[config.mk]
export PLATFORM = sky130hd
export DESIGN_NAME = inst_mem_loader
export DESIGN_NICKNAME = d
export VERILOG_FILES = /design/src/rtl/inst_mem_loader.sv
export SDC_FILE = /design/constraint.sdc
export NUM_CORES = 1
export LEC_CHECK = 0
export BUFFER_PORTS_ARGS = -buffer_cell sky130_fd_sc_hd__buf_2
export CAP_MARGIN = 25
export CELL_PAD_IN_SITES_DETAIL_PLACEMENT = 0
export CELL_PAD_IN_SITES_GLOBAL_PLACEMENT = 1
export CORE_MARGIN = 4
export CORE_UTILIZATION = 40
export DETAILED_ROUTE_END_ITERATION = 12
export PLACE_DENSITY_LB_ADDON = 0.1
export SYNTH_ARGS = -nofsm -noshare
export SYNTH_HDL_FRONTEND = slang
export SYNTH_SLANG_ARGS = --single-unit
[constraint.sdc]
create_clock -name clock -period 3.85 [get_ports clock]
set_input_delay 0.77 -clock clock [delete_from_list [all_inputs] [get_ports clock]]
set_output_delay 0.77 -clock clock [all_outputs]
set_load 0.02 [all_outputs]
[src/rtl/inst_mem_loader.sv]
// Loads a byte-streamed program image (count | words | xor checksum) into inst_mem, then releases the core.
// Latency: each word is written the cycle after its 4th byte; done/error the cycle after the checksum byte.
// Backpressure: in_ready is a registered state decode, high while loading and low once done or errored.
module inst_mem_loader #(
    parameter int XLEN      = 32,
    parameter int ILEN      = 32,
    parameter int MEM_WORDS = 1024,
    parameter int BASE_ADDR = 0
) (
    input  logic            clock,
    input  logic            reset,
    input  logic            in_valid,
    output logic            in_ready,
    input  logic [7:0]      in_data,
    output logic [XLEN-1:0] mem_addr,
    output logic [ILEN-1:0] mem_wdata,
    output logic            mem_write_en,
    output logic            core_reset_n,
    output logic            done,
    output logic            error
);

    typedef enum logic [2:0] {S_HDR, S_DATA, S_CHK, S_DONE, S_ERR} state_t;

    state_t           state;
    logic [31:0]      count;
    logic [31:0]      word_idx;
    logic [1:0]       byte_cnt;
    logic [ILEN-9:0]  word_buf;
    logic [7:0]       xor_acc;

    logic             fire;
    logic [31:0]      hdr_next;
    logic [ILEN-1:0]  word_next;

    assign fire      = in_valid & in_ready;
    assign hdr_next  = {in_data, count[31:8]};
    // Only the three earlier bytes need storing; the 4th arrives with the write.
    assign word_next = {in_data, word_buf};

    always_ff @(posedge clock) begin
        if (reset) begin
            state        <= S_HDR;
            in_ready     <= 1'b0;
            count        <= '0;
            word_idx     <= '0;
            byte_cnt     <= '0;
            word_buf     <= '0;
            xor_acc      <= '0;
            mem_addr     <= XLEN'(BASE_ADDR);
            mem_wdata    <= '0;
            mem_write_en <= 1'b0;
            core_reset_n <= 1'b0;
            done         <= 1'b0;
            error        <= 1'b0;
        end else begin
            mem_write_en <= 1'b0;
            case (state)
                S_HDR: begin
                    in_ready <= 1'b1;
                    if (fire) begin
                        count    <= hdr_next;
                        byte_cnt <= byte_cnt + 2'd1;
                        if (byte_cnt == 2'd3) begin
                            if (hdr_next > 32'(MEM_WORDS)) begin
                                state    <= S_ERR;
                                error    <= 1'b1;
                                in_ready <= 1'b0;
                            end else if (hdr_next == 32'd0) begin
                                state <= S_CHK;
                            end else begin
                                state <= S_DATA;
                            end
                        end
                    end
                end
                S_DATA: begin
                    in_ready <= 1'b1;
                    if (fire) begin
                        word_buf <= word_next[ILEN-1:8];
                        xor_acc  <= xor_acc ^ in_data;
                        byte_cnt <= byte_cnt + 2'd1;
                        if (byte_cnt == 2'd3) begin
                            mem_write_en <= 1'b1;
                            mem_wdata    <= word_next;
                            mem_addr     <= XLEN'(BASE_ADDR) + XLEN'(word_idx << 2);
                            word_idx     <= word_idx + 32'd1;
                            if (word_idx == count - 32'd1)
                                state <= S_CHK;
                        end
                    end
                end
                S_CHK: begin
                    in_ready <= 1'b1;
                    if (fire) begin
                        in_ready <= 1'b0;
                        if (in_data == xor_acc) begin
                            state        <= S_DONE;
                            done         <= 1'b1;
                            core_reset_n <= 1'b1;
                        end else begin
                            state <= S_ERR;
                            error <= 1'b1;
                        end
                    end
                end
                S_DONE: begin
                    in_ready <= 1'b0;
                end
                S_ERR: begin
                    in_ready     <= 1'b0;
                    core_reset_n <= 1'b0;
                end
                default: begin
                    state    <= S_ERR;
                    error    <= 1'b1;
                    in_ready <= 1'b0;
                end
            endcase
        end
    end

endmodule

==> impl_metrics.env <==
export IMPL_finalHoldViolations=0
export IMPL_nets=1018
export IMPL_drc=0
export IMPL_coreArea_um2=18210
export IMPL_highest_layer="met4"
export IMPL_dp_hpwl_um=12900
export IMPL_crit_fanout=8
export IMPL_placed_area_um2=8040
export IMPL_initial_utilization_pct=41.27
export IMPL_ctsResizeCount=0
export IMPL_ios=80
export IMPL_ys_flop_type="dfxtp_1"
export IMPL_crit_start="count[0]"
export IMPL_fin_util_pct=47.52
export IMPL_areaGrowthSynthToFinish_pct=15.15
export IMPL_synth_area_leader_cell="dfxtp_1"
export IMPL_wl_met1_um=9844
export IMPL_hp_class="register to register"
export IMPL_tightest_slew_ps=881.0
export IMPL_slew_headroom_pct=41.13
export IMPL_post_route_min_period_ps=3080
export IMPL_stdcell_area_um2=8653
export IMPL_numPortBuffers=77
export IMPL_ant_nets=0
export IMPL_placed_cells=1214
export IMPL_die_w_um=145.1
export IMPL_p_leak_nw=3.154
export IMPL_die_h_um=145.1
export IMPL_power_density_nw_per_um2=461.9
export IMPL_root_buffer="clkbuf_16"
export IMPL_vdd_drop_max_v=0.0003240
export IMPL_synth_top_cell_area_share_pct=44.76
export IMPL_rsz0062_at_grt="false"
export IMPL_synth_async_sr_flop_share_pct=0
export IMPL_syn_inst=964
export IMPL_start_kind="register"
export IMPL_ys_top_cells_by_area="dfxtp_1 45%, nand2_1 14%, a21oi_1 8.7%, xnor2_1 5.1%, xor2_1 4.7%"
export IMPL_timing_rr_start="count[0]"
export IMPL_avgSynthCellArea_um2=7.795
export IMPL_area_sequential_um2=3363
export IMPL_h_tree_depth=4
export IMPL_wl_met2_um=8560
export IMPL_grt_pass1_wl_um=32510
export IMPL_gp_congestion=0.8544
export IMPL_post_place_ws_ps=812.1
export IMPL_multi_input_area_um2=3855
export IMPL_drt_pass1_iter_count=5
export IMPL_finalMaxSlewViolations=0
export IMPL_cts_setup_buffers=0
export IMPL_outcome="completed"
export IMPL_grt_max_degree=85
export IMPL_end_kind="register"
export IMPL_synth_seq_cells=168
export IMPL_grt_ovfl_total=0
export IMPL_drive_gt1_share_pct=13.57
export IMPL_cts_buffers=17
export IMPL_totalWireLength_um=19360
export IMPL_clk_pin_slew_worst_paths_ps=70
export IMPL_maxCapViolCount=0
export IMPL_grt_pass1_vias=6127
export IMPL_clock_path_buffers=2
export IMPL_die_area_um2=21040
export IMPL_worst_ep_required_time_ps=4170
export IMPL_hold_buffers=0
export IMPL_antenna_found_initial=0
export IMPL_power_total_mw=3.997
export IMPL_max_clock_freq_ghz=0.3247
export IMPL_hold_ws_ps=447.9
export IMPL_period_share_pct=79.99
export IMPL_critPathArrivalTime_ps=3400
export IMPL_vias_per_cell=5.180
export IMPL_cts_tree="yes"
export IMPL_synth_edf_count=0
export IMPL_setup_slack_ps=770.4
export IMPL_final_instance_count_excl_fill=1246
export IMPL_crit_type="register to register"
export IMPL_ys_seq_area_share_pct=44.76
export IMPL_ys_types=60
export IMPL_num_vias=6454
export IMPL_setup_tns_final_ps=0
export IMPL_drt_iter0_drc=370
export IMPL_yosys_warnings=0
export IMPL_wl_per_cell_um=15.53
export IMPL_final_setup_skew_ps=8.301
export IMPL_hp_start="word_buf[3]"
export IMPL_antennaDiodeCount=0
export IMPL_gr_usage_all_layers_pct=18.55
export IMPL_n_fill_cell=1900
export IMPL_synth_cell_area_um2=7515
export IMPL_clock_latency_ps=430
export IMPL_wl_met3_um=636
export IMPL_rows=49
export IMPL_cts_sink_count=168
export IMPL_setup_viol=0
==> sequential cells by signal, indices dropped and copies added, names as in the netlist <==
register,count
count,32
mem_wdata,32
word_idx,32
mem_addr,30
word_buf,24
xor_acc,8
state,3
byte_cnt,2
core_reset_n,1
done,1
error,1
in_ready,1
mem_write_en,1
==> per-layer routing <==
layer  up-vias  global-route usage (%)
met2       109                   28.43
met1      3011                   26.53
met5         -                       0
met4         0                   6.030
li1       3311                       -
met3        23                   3.430
==> critical path, stage by stage, from the launching register on <==
cell and delay, ps:
dfxtp_1 360, inv_1 80, ha_1 310, or4b_1 550, nor4b_2 470, xor2_1 120, o221a_2 260, o21a_1 180
nor4_1 290, a31oi_1 160, o21ba_1 200
==> final timing paths <==
check,cells after the start,to,slack (ps)
min,2,mem_wdata[3],450
max reg2reg,10,state[0],770
min reg2reg,2,mem_wdata[3],450
max,10,state[0],770
==> logic make-up after synthesis <==
| logic type | count (synthesis) | share of synthesized area [%] |
|---|---|---|
| compound gates | 170 | 12.79 |
| mux | 6 | 0.7992 |
| simple gates | 451 | 27.11 |
| fa+ha+maj | 3 | 0.4996 |
| buf+inv | 81 | 4.212 |
| flops | 168 | 44.76 |
| xor+xnor | 84 | 9.790 |
| other cells | 1 | 0.04990 |
==> area by class of cell <==
class                      count  area share (%)
multi-input combinational    716           44.55
sequential                   168           38.87
timing repair buffer          89           5.668
clock buffer                  18           4.960
tap                          229           3.311
clock inverter                14           2.126
inverter                      12          0.5205
==> cells in the mapped netlist (all sizes together), types with 2 or more instances <==
cell type  instances
or2                2
buf               11
or4b               3
inv               12
nor2              66
mux2i              6
xnor2             44
xor2              40
clkbuf            58
a211oi             4
nor2b              3
a2111oi            2
and3               8
nand3b             3
o21ai              9
a21oi            131
nand3             17
nand4b             3
nor4b              2
ha                 3
o31ai              6
a31oi              3
nor3b              5
nor3              13
dfxtp            168
nor4              17
or3                7
and4               4
nand4             16
or4                5
o221ai             2
nand2            272
and2               2
==> power breakdown <==
group          switching (mW)  internal [mW]  leakage [nW]
Combinational           0.245          0.144          1.50
Clock                   0.794          0.989         0.301
Sequential             0.0561           1.77          1.35
Total                    1.10           2.90          3.15
==> cell usage in the layout (no fill, tap or decap), types with 6 or more instances in the layout <==
cell type and instances:
and3_1 8, o21ai_0 9, nand3_1 17, clkbuf_16 17
xor2_1 40, or3_1 7, inv_1 12, nor3_1 13
xnor2_1 44, buf_2 76, o31ai_1 6, dfxtp_1 168
nand4_1 15, mux2i_1 6, buf_4 12, a21oi_1 131
nor2_1 66, nand2_1 271, nor4_1 13
(Power assumes the default switching activity.)
